## src/rtl/clink_pkg.sv

```systemverilog
// Shared Camera Link types: framer states, the per-clock Camera Link word,
// the clock-lane pattern and the 28-bit slot map onto four 7-bit lane words.
package clink_pkg;

    typedef enum logic [1:0] {
        IDLE    = 2'd0,
        V_GAP   = 2'd1,
        LINE_ON = 2'd2,
        H_GAP   = 2'd3
    } state_t;

    typedef struct packed {
        logic [7:0] a;
        logic [7:0] b;
        logic [7:0] c;
        logic       fval;
        logic       lval;
        logic       dval;
    } clink_word_t;

    typedef logic [3:0][6:0] lane_words_t;

    // Clock lane: high for slots 0,1 and 5,6 of every pixel clock.
    localparam logic [6:0] CLK_PATTERN = 7'b1100011;

    // Bit 6 of each lane word is slot 0, the first bit on the wire.
    function automatic lane_words_t map_slots(input clink_word_t w);
        lane_words_t l;
        l[0] = {w.b[0], w.a[5:0]};
        l[1] = {w.c[1:0], w.b[5:1]};
        l[2] = {w.dval, w.fval, w.lval, w.c[5:2]};
        l[3] = {1'b0, w.c[7:6], w.b[7:6], w.a[7:6]};
        return l;
    endfunction

endpackage

```

## src/rtl/clink_slot_mapper.sv

```systemverilog
// Combinational Camera Link slot mapping; the receive-side checks reuse it
// to confirm their inverse mapping.
module clink_slot_mapper
    import clink_pkg::*;
(
    input  clink_word_t word,
    output logic [6:0]  lane_0,
    output logic [6:0]  lane_1,
    output logic [6:0]  lane_2,
    output logic [6:0]  lane_3
);

    lane_words_t lanes;

    assign lanes  = map_slots(word);
    assign lane_0 = lanes[0];
    assign lane_1 = lanes[1];
    assign lane_2 = lanes[2];
    assign lane_3 = lanes[3];

endmodule

```

## src/rtl/clink_base_tx_framer.sv

```systemverilog
// Camera Link Base transmit framer: turns an AXI-Stream pixel stream into
// FVAL/LVAL/DVAL timing plus four 7-bit lane words and a clock-lane word
// per pixel clock, ready for a 7:1 serializer.
module clink_base_tx_framer
    import clink_pkg::*;
#(
    parameter int H_ACTIVE = 16,
    parameter int V_ACTIVE = 16,
    parameter int H_BLANK  = 16,
    parameter int V_BLANK  = 256,
    parameter int CNT_W    = 16
) (
    input  logic             s_axi_aclk,
    input  logic             s_axi_aresetn,
    input  logic             enable,
    input  logic [23:0]      s_axis_tdata,
    input  logic             s_axis_tvalid,
    output logic             s_axis_tready,
    input  logic             s_axis_tuser,
    input  logic             s_axis_tlast,
    output logic [6:0]       ser_data_0,
    output logic [6:0]       ser_data_1,
    output logic [6:0]       ser_data_2,
    output logic [6:0]       ser_data_3,
    output logic [6:0]       ser_clk,
    output logic             tx_active,
    output logic [CNT_W-1:0] frame_cnt,
    output logic             sof_err,
    output logic             eol_err
);

    state_t           state, state_nxt;
    logic [CNT_W-1:0] gap_cnt, pix_cnt, line_cnt;
    logic             vld_p0;
    logic             pix_last, line_last, first_pix, gap_done;
    clink_word_t      word_p0;
    logic [6:0]       lane0_p0, lane1_p0, lane2_p0, lane3_p0;
    logic [6:0]       lane0_p1, lane1_p1, lane2_p1, lane3_p1;

    // A pixel is consumed only while a line is open and the source has one.
    assign s_axis_tready = (state == LINE_ON);
    assign vld_p0        = (state == LINE_ON) && s_axis_tvalid;
    assign tx_active     = (state != IDLE);
    assign ser_clk       = CLK_PATTERN;

    assign pix_last  = (pix_cnt == CNT_W'(H_ACTIVE - 1));
    assign line_last = (line_cnt == CNT_W'(V_ACTIVE - 1));
    assign first_pix = (pix_cnt == '0) && (line_cnt == '0);
    assign gap_done  = ((state == V_GAP) && (gap_cnt == CNT_W'(V_BLANK - 1))) ||
                       ((state == H_GAP) && (gap_cnt == CNT_W'(H_BLANK - 1)));

    // Assemble this clock's Camera Link word; pixel bits are zero unless consumed.
    always_comb begin
        word_p0      = '0;
        word_p0.fval = (state == LINE_ON) || (state == H_GAP);
        word_p0.lval = (state == LINE_ON);
        word_p0.dval = vld_p0;
        if (vld_p0) begin
            word_p0.a = s_axis_tdata[7:0];
            word_p0.b = s_axis_tdata[15:8];
            word_p0.c = s_axis_tdata[23:16];
        end
    end

    clink_slot_mapper u_slot_mapper (
        .word   (word_p0),
        .lane_0 (lane0_p0),
        .lane_1 (lane1_p0),
        .lane_2 (lane2_p0),
        .lane_3 (lane3_p0)
    );

    // State register.
    always_ff @(posedge s_axi_aclk or negedge s_axi_aresetn) begin
        if (!s_axi_aresetn) begin
            state <= IDLE;
        end else begin
            state <= state_nxt;
        end
    end

    // Frame timing: enable is only sampled when leaving the vertical gap,
    // so a frame in flight always completes.
    always_comb begin
        state_nxt = state;
        case (state)
            IDLE:    if (enable) state_nxt = V_GAP;
            V_GAP:   if (gap_done) state_nxt = enable ? LINE_ON : IDLE;
            LINE_ON: if (vld_p0 && pix_last) state_nxt = line_last ? V_GAP : H_GAP;
            H_GAP:   if (gap_done) state_nxt = LINE_ON;
            default: state_nxt = IDLE;
        endcase
    end

    // Blanking, pixel, line and frame counters plus sticky sideband errors.
    always_ff @(posedge s_axi_aclk or negedge s_axi_aresetn) begin
        if (!s_axi_aresetn) begin
            gap_cnt   <= '0;
            pix_cnt   <= '0;
            line_cnt  <= '0;
            frame_cnt <= '0;
            sof_err   <= 1'b0;
            eol_err   <= 1'b0;
        end else begin
            if (((state == V_GAP) || (state == H_GAP)) && !gap_done) begin
                gap_cnt <= gap_cnt + 1'b1;
            end else begin
                gap_cnt <= '0;
            end
            if (vld_p0) begin
                if (s_axis_tuser != first_pix) sof_err <= 1'b1;
                if (s_axis_tlast != pix_last)  eol_err <= 1'b1;
                if (pix_last) begin
                    pix_cnt <= '0;
                    if (line_last) begin
                        line_cnt  <= '0;
                        frame_cnt <= frame_cnt + 1'b1;
                    end else begin
                        line_cnt <= line_cnt + 1'b1;
                    end
                end else begin
                    pix_cnt <= pix_cnt + 1'b1;
                end
            end
        end
    end

    // Output register: lane words leave one clock after they are formed.
    always_ff @(posedge s_axi_aclk or negedge s_axi_aresetn) begin
        if (!s_axi_aresetn) begin
            lane0_p1 <= '0;
            lane1_p1 <= '0;
            lane2_p1 <= '0;
            lane3_p1 <= '0;
        end else begin
            lane0_p1 <= lane0_p0;
            lane1_p1 <= lane1_p0;
            lane2_p1 <= lane2_p0;
            lane3_p1 <= lane3_p0;
        end
    end

    assign ser_data_0 = lane0_p1;
    assign ser_data_1 = lane1_p1;
    assign ser_data_2 = lane2_p1;
    assign ser_data_3 = lane3_p1;

endmodule
```

## config.mk

```make
export PLATFORM = sky130hd
export DESIGN_NAME = clink_base_tx_framer
export DESIGN_NICKNAME = d
export VERILOG_FILES = /design/src/rtl/clink_pkg.sv /design/src/rtl/clink_slot_mapper.sv /design/src/rtl/clink_base_tx_framer.sv
export SDC_FILE = /design/constraint.sdc
export NUM_CORES = 1
export LEC_CHECK = 0
export BUFFER_PORTS_ARGS = -buffer_cell sky130_fd_sc_hd__buf_2
export CORE_AREA = 2 2 140 142
export CTS_BUF_LIST = sky130_fd_sc_hd__clkbuf_2 sky130_fd_sc_hd__clkbuf_4 sky130_fd_sc_hd__clkbuf_8
export CTS_CLUSTER_DIAMETER = 150
export CTS_CLUSTER_SIZE = 12
export DETAILED_ROUTE_END_ITERATION = 10
export DIE_AREA = 0 0 142 144
export GPL_ROUTABILITY_DRIVEN = 1
export SYNTH_ARGS = -nofsm -noshare
export SYNTH_HDL_FRONTEND = slang
export SYNTH_HIERARCHICAL = 1
export SYNTH_SLANG_ARGS = --single-unit
```

## constraint.sdc

```tcl
create_clock -name s_axi_aclk -period 3.4 [get_ports s_axi_aclk]
set_input_delay 0.17 -clock s_axi_aclk [delete_from_list [all_inputs] [get_ports s_axi_aclk]]
set_output_delay 0.17 -clock s_axi_aclk [all_outputs]
set_load 0.02 [all_outputs]
```

== Yosys cells after proc, flatten, opt, wreduce, memory -nomap -nowiden ==
Index checks and enable logic that the tools add are counted.
Word-level totals
  flip-flop bits (word level): 95
  latch bits: 0
  bits in writable memories: 0
  bits in read-only memories: 0
  memories kept: 0
Operators by class
  add/sub/neg operators: 4
  multipliers: 0
  divide/modulo/power cells: 0
  magnitude comparators: 0
  equality and inequality tests: 13
  shift operators: 0
  muxes and demuxes: 11
  bitwise gates (word level): 0
  reduce and logical (&&, ||, !) cells: 19
Operators with widths (count)
  $add 16x1->16 const B: 4
  $eq 16x4->1 const B: 3
  $mux 16: 3
  $logic_not 16->1: 2
  $mux 24: 1
  $eq 16x8->1 const B: 1
  $mux 2: 6
  $pmux 2 s4: 1
  $logic_and 1x1->1: 6
  $ne 2x2->1 const B: 3
  $reduce_and 2->1: 3
  $eq 2x2->1 const B: 2
  $reduce_and 4->1: 1
  $logic_or 1x1->1: 3
  $reduce_and 3->1: 1
  $eq 2x1->1 const B: 1
  $logic_not 2->1: 1
  $ne 1x1->1: 2
  $ne 2x1->1 const B: 1
  $reduce_bool 2->1: 1
  $logic_not 1->1: 1

== Depth between registers and ports, before layout ==
Gate-level depths: netlist (run 1).
  depth in word-level cells: 6
  mapped depth: 6

== Cells and area by module ==
The synthesis (run 1) kept the hierarchy.
Modules (own cells, without submodules)
  clink_base_tx_framer: times used 1, cells each 399, area each 4430.5 um2
  clink_slot_mapper: times used 1, cells each 29, area each 214.0 um2

== Least setup slack after synthesis (run 1) ==
No wires, ideal clock.
  path type: reg-to-reg
  start point: reg pix_cnt[12]
  end point: reg frame_cnt[1]
  library setup time: 0.125 ns
  arrival time: 2.069 ns
  path slack: 1.206 ns
  cell stages (with the launch flop): 6
  path buffers: 1
  clock period less this slack: 2.194 ns
  cells stage by stage: dfrtp_1 or4_4 or3_1 buf_6 nor3_1 mux2_2
Between the ends
  longest elaborated chain between the ends: 2
RTL lines
  start, declared: RTL line clink_base_tx_framer.sv:33  | logic [CNT_W-1:0] gap_cnt, pix_cnt, line_cnt;
  start signal, assigned: RTL line clink_base_tx_framer.sv:122  | pix_cnt <= pix_cnt + 1'b1;
  $eq 16x4->1: RTL line clink_base_tx_framer.sv:46  | assign pix_last = (pix_cnt == CNT_W'(H_ACTIVE - 1));
  $reduce_and 3->1 (no line)
  end signal, assigned: RTL line clink_base_tx_framer.sv:117  | frame_cnt <= frame_cnt + 1'b1;
  end, declared: RTL line clink_base_tx_framer.sv:27  | output logic [CNT_W-1:0] frame_cnt,
No other way between the ends.
A chain may end at the register's enable or synchronous reset.

== Worst setup path after layout (run 1) ==
  start point: reg pix_cnt[13]
  end point: reg line_cnt[3]
Between the ends
  longest elaborated chain between the ends: 2
RTL lines
  $eq 16x4->1: RTL line clink_base_tx_framer.sv:46
  $reduce_and 2->1 (no line)
  end signal, assigned: RTL line clink_base_tx_framer.sv:119  | line_cnt <= line_cnt + 1'b1;
  end, declared: RTL line clink_base_tx_framer.sv:33
No other way between the ends.

==> results.py, run 1 <==
metrics = {
    "status": {
        "status": "complete, no violations",
    },
    "synthesis": {
        "syn_area_um2": 4640,
        "synth_edf_count": 0,
        "yosysMostFrequentCell": "dfrtp_1",
        "yosys-top-cells-area": "dfrtp_1, xor2_1, buf_4",
        "synthArstFlopShare_pct": 100,
        "yosys-top-cells-count": "dfrtp_1, xor2_1, buf_4",
        "ys_warn_count": 6,
        "ys_ff_latch": 96,
        "yosysSeqAreaShare_pct": 51.7,
        "synth_cell_type_count": 44,
        "netlist_instances": 428,
        "synth_top_area_share_pct": 51.7,
        "ys.flop_type": "dfrtp_1",
        "syn-mean-instance-area_um2": 10.9,
        "yosys.area.top_type": "dfrtp_1",
    },
    "clock_tree": {
        "cts.sinks": 96,
        "cts.clk_slew.worst_paths_ns": 0.09,
        "cts_setup_buffers": 0,
        "cts_tree": "built",
        "cts_max_path_buffers": 2,
        "clockRootBuffer": "clkbuf_8",
        "cts_made_buffers": 9,
        "clock_latency_ns": 0.38,
        "cts_max_level": 3,
    },
    "worst_setup_path": {
        "cp_slowest_cell": "or3_1",
        "cp.arrival_ns": 2.81,
        "endpoint_kind": "register",
        "crit_path_start_kind": "register",
        "crit_chain": "or4_4 > or3_1 > buf_4 > a211o_1 > a22o_1",
        "r2r_setup_slack_ns": 0.86,
        "cp_slowest_stage_delay_ns": 0.68,
        "cp_max_fo": 15,
        "crit_required_ns": 3.68,
        "path_class": "reg -> reg",
    },
    "timing": {
        "finalSetupTns_ns": 0,
        "skew_ns": 0.0124,
        "fin_crit_ns": 2.54,
        "final.setup.worst_slack_ns": 0.864,
        "grt_setup_unrepaired": "no",
        "holdWs_ns": 0.0274,
        "finalSetupViolCount": 0,
        "max_freq_mhz": 394,
        "drv_slew": 0,
        "finalHoldViolations": 0,
        "worstMarginPinSlew_ns": 0.976,
        "fin_crit_sh_pct": 74.6,
        "slew_headroom_pct": 34.4,
    },
    "pwr": {
        "power_density_nw_per_um2": 441,
        "ir_drop_mv": 0.278,
        "seq_power_share_pct": 50.4,
        "swShare_pct": 23.4,
        "p_comb_share_pct": 8.8,
        "p_sw_mw": 0.569,
        "p_clk_share_pct": 40.9,
        "intPower_mw": 1.87,
        "p_leak_nw": 2.63,
    },
    "routing": {
        "drc": 0,
        "detail-route-antenna-nets": 0,
        "wl_per_cell_um": 13.1,
        "vias": 3203,
        "wl_mm": 9.67,
        "first_pass_iters": 4,
        "dr.first_iter.drc_count": 191,
        "post_drt_via_cell_ratio": 4.33,
    },
    "job": {
        "maxCapViolCount": 0,
    },
    "die": {
        "die_h_um": 144,
        "dieArea_um2": 20400,
        "num_io_pins": 85,
        "core_um2": 19100,
        "std_cell_rows": 51,
        "initial_core_util_pct": 24.3,
        "fp.dieW_um": 142,
    },
    "place": {
        "dp_cells": 702,
        "gp_congestion": 0.731,
        "pre_cts_ws_ns": 0.903,
        "port-buffer-count": 77,
        "dp_hpwl_mm": 6.56,
    },
    "finish": {
        "fill_cells": 1984,
        "nets": 532,
        "final_cells": 739,
        "layout-drive-gt1-share_pct": 24.2,
        "final_core_util_pct": 28.9,
        "antennaDiodeCount": 0,
        "multiInputGateArea_um2": 1850,
        "syn_to_final_growth_pct": 18.9,
        "regArea_um2": 2400,
    },
    "global_route": {
        "antenna_found_initial": 0,
        "grt_pass1_wl_mm": 16.4,
        "grtUsageMet1_pct": 12.4,
        "grt-ovfl-total": 0,
        "met3_usage_pct": 3.64,
        "grt.met2_usage_pct": 16.6,
        "grt_start_max_net_pins": 44,
        "gr-usage-all-layers_pct": 10.2,
        "grt_pass1_vias": 3310,
        "grt_busiest_layer": "met2",
    },
    "hold_path": {
        "hold_class": "in -> reg",
    },
}
[cell type report]
type	instances	area share (%)
flip-flops and latches	96	43.5
repair buffers	105	11.8
clock inverters	5	2.31
multi-input cells	272	33.6
clock buffers	11	2.63
well taps	238	5.39
inverters	12	0.816
[per-stage QoR]
stage / area [um^2] / total power [mW]
floorplan: 4660 / 1.39
global placement: 5040 / 1.44
detailed placement: 5040 / 1.45
CTS: 5520 / 2.47
global route: 5520 / 2.55
finish: 5520 / 2.44
[power by group through the flow]
stage / Sequential [mW] / Combinational (mW) / Clock (mW)
5_1_grt: 1.24 / 0.240 / 1.07
6_report: 1.23 / 0.213 / 0.995
3_3_place_gp: 1.25 / 0.195 / 0
3_5_place_dp: 1.25 / 0.198 / 0
4_1_cts: 1.23 / 0.217 / 1.03
2_1_floorplan: 1.26 / 0.124 / 0
[sequential cells by signal, indices dropped and copies added, names as in the netlist]
register / cells
eol_err: 1
frame_cnt: 16
gap_cnt: 16
line_cnt: 16
pix_cnt: 16
ser_data_0: 7
ser_data_1: 7
ser_data_2: 7
ser_data_3: 7
sof_err: 1
state: 2
[cell usage in the layout, fill, tap and decap left out, drive strengths merged, types with 7 or more instances in the layout]
cell type	netlist	routed
and2	27	27
clkbuf	13	11
nand4	21	21
and4	9	9
buf	40	84
nand2	21	21
and3	7	7
xnor2	11	11
dlygate4sd3	0	21
nor3	10	10
xor2	41	41
nand3	23	23
inv	12	12
nor4	21	21
nor2	24	24
conb	3	8
dfrtp	96	96
[logic make-up after synthesis]
family | count (synthesis) | synth area share, %
flops | 96 | 51.7
compound gates | 19 | 2.72
other cells | 3 | 0.242
xor+xnor | 52 | 9.81
buf+inv | 65 | 8.76
fa+ha+maj | 6 | 1.62
simple gates | 183 | 24.2
mux | 4 | 0.916
[critical path: cells and delay by family (launching register included)]
kind	cells	cell delay [ns]
buf+inv	1	0.31
flops	1	0.44
compound gates	2	0.46
simple gates	2	1.22
[timing repair]
item,4_1_cts,5_1_grt
resized for setup,0,0
endpoints found under the hold margin,61,0
endpoints found under the setup margin,0,0
hold buffers,21,0
[per-layer routing]
metal | vias up | part of all wire, % | wire (um)
li1 | 1571 | - | -
met1 | 1541 | 46 | 4480
met2 | 76 | 46 | 4480
met3 | 15 | 5.6 | 544
met4 | 0 | 1.7 | 166
met5 | - | 0 | 0
[path summary, 6_finish.rpt]
kind | cells past startpoint | from | to
min reg2reg | 0 | state[1] | ser_data_2[5]
min | 2 | s_axis_tdata[18] | ser_data_2[0]
min in group asynchronous | 2 | s_axi_aresetn | line_cnt[6]
max | 5 | pix_cnt[13] | line_cnt[3]
max in group asynchronous | 3 | s_axi_aresetn | gap_cnt[0]
max reg2reg | 5 | pix_cnt[13] | line_cnt[3]
Note: power is estimated with default switching activity, not from simulation.
==> run 2: changes to the inputs <==
clock period = 2.6 ns   (was 3.4 ns; I/O delays follow)
==> run 2 against run 1 <==
Clock skew is 0.0028 ns higher. Hold slack better by 0.022 ns. Fmax is 13% higher. Non-clock buffer count is 11 higher. Combinational power is 36% higher. Critical path depth stayed put. Sequential cell count stayed put. Global-route usage is 0.25 points higher. First-iteration DRC count is 9.9% lower. Via count is 2.7% higher. Setup slack worse by 0.51 ns. Cell area is 0.18% higher. Critical path type unchanged. Largest cell class unchanged. Largest power group unchanged. Highest routed layer unchanged.
==> results.py, run 2 (same netlist as run 1, synthesis figures left out) <==
metrics = {
    "finish": {
        "antennaDiodeCount": 0,
        "final_cell_mix": "dfrtp_1, buf_2, xor2_1",
        "layout_commonest_cell": "dfrtp_1",
        "fin_area_um2": 5530,
        "syn_to_final_growth_pct": 19.1,
        "nets": 543,
        "layout-drive-gt1-share_pct": 25.0,
    },
    "place": {
        "dp_hpwl_mm": 6.75,
        "port-buffer-count": 77,
        "gp_congestion": 0.745,
        "placed_area_um2": 5100,
    },
    "pwr": {
        "power_density_nw_per_um2": 509,
        "ir_drop_mv": 0.260,
        "p_leak_nw": 2.63,
    },
    "die": {
        "die_h_um": 144,
        "num_io_pins": 85,
        "initial_core_util_pct": 24.3,
        "dieArea_um2": 20400,
        "fp.dieW_um": 142,
        "core_um2": 19100,
        "std_cell_rows": 51,
    },
    "worst_setup_path": {
        "cp_max_fo": 14,
        "crit_required_ns": 2.91,
        "cp.arrival_ns": 2.56,
        "crit_path_start_kind": "register",
        "path_class": "reg -> reg",
        "endpoint_kind": "register",
    },
    "hold_path": {
        "hold_class": "in -> reg",
    },
    "routing": {
        "vias": 3289,
        "detail-route-antenna-nets": 0,
        "post_drt_via_cell_ratio": 4.39,
        "drc": 0,
        "wl_mm": 9.87,
        "dr.first_iter.drc_count": 172,
        "wl_per_cell_um": 13.2,
        "first_pass_iters": 4,
    },
    "global_route": {
        "grt-ovfl-total": 0,
        "gr-usage-all-layers_pct": 10.4,
        "grt_pass1_wl_mm": 16.9,
        "grt_pass1_vias": 3387,
        "antenna_found_initial": 0,
        "grt_start_max_net_pins": 43,
    },
    "status": {
        "status": "complete, no violations",
    },
    "timing": {
        "finalSetupViolCount": 0,
        "fin_crit_sh_pct": 86.3,
        "fin_crit_ns": 2.24,
        "max_freq_mhz": 446,
        "skew_ns": 0.0152,
        "drv_slew": 0,
        "worstMarginPinSlew_ns": 0.569,
        "slew_headroom_pct": 62.1,
        "finalSetupTns_ns": 0,
        "finalHoldViolations": 0,
        "grt_setup_unrepaired": "no",
    },
    "clock_tree": {
        "cts_setup_buffers": 0,
        "cts.clk_slew.worst_paths_ns": 0.11,
        "cts_tree": "built",
        "post_cts_resized": 0,
        "clockRootBuffer": "clkbuf_8",
        "cts_made_buffers": 9,
        "cts_max_path_buffers": 2,
        "clock_latency_ns": 0.39,
        "cts.sinks": 96,
        "cts_max_level": 3,
    },
    "job": {
        "maxCapViolCount": 0,
    },
}
[run 2: cell count changes in the layout (fill, tap and decap cells not counted), moves of 3 or more]
cell	before	now
dlygate4sd3_1	21	25
buf_4	8	14
bufinv_16	4	0
clkinv_4	0	3
[run 2: worst paths after layout]
check / startpoint / endpoint / slack, ns / depth (start not counted)
worst max register to register: pix_cnt[13] / frame_cnt[13] / 0.36 / 5
worst max-delay path: pix_cnt[13] / frame_cnt[13] / 0.36 / 5
max in group asynchronous: s_axi_aresetn / ser_data_1[6] / 1.66 / 3
worst min register to register: state[1] / ser_data_2[5] / 0.44 / 0
worst min-delay path: enable / state[0] / 0.05 / 3
min in group asynchronous: s_axi_aresetn / line_cnt[1] / 0.28 / 2
[run 2: power by group]
group,internal (mW),switching (mW)
combinational,0.127,0.163
sequential,1.55,0.0562
clock,0.362,0.557
total,2.04,0.776
[run 2: through the flow]
stage / std cells / hold WS, ns / utilization (%) / power, mW / worst slack, ns
6_report: 750 / 0.0497 / 29.0 / 2.82 / 0.355
5_1_grt: 750 / 0.0385 / 29.0 / 2.96 / 0.238
3_3_place_gp: 709 / 0.170 / 26.8 / 1.89 / 0.397
2_1_floorplan: 433 / -0.166 / - / 1.81 / 0.406
4_1_cts: 750 / 0.0257 / 29.0 / 2.87 / 0.330
3_5_place_dp: 709 / 0.175 / 26.8 / 1.90 / 0.380
[run 2: layout make-up]
class                      count  area (um^2)
fill                        1961        13500
sequential                    96         2400
multi-input combinational    272         1850
timing repair buffer         116          756
tap                          238          298
clock buffer                  10          131
clock inverter                 6         46.3
inverter                      12         45.0
[run 2: worst max-delay path, stage by stage, from the launching register on]
cell and delay, ns:
dfrtp_1 0.43, or4_4 0.55, or3_1 0.43, buf_4 0.23, nor4_1 0.36, xor2_1 0.18
[run 2: what timing repair did]
action / CTS / global route
hold buffers: 25 / 0
endpoints found under the setup margin: 0 / 0
endpoints found under the hold margin: 64 / 0
[run 2: metal layers]
layer  GRT usage [%]  part of all wire, %
met2            16.6                   47
met5               0                    0
met1            13.3                   46
met4            3.63                  1.6
met3            3.38                  5.4
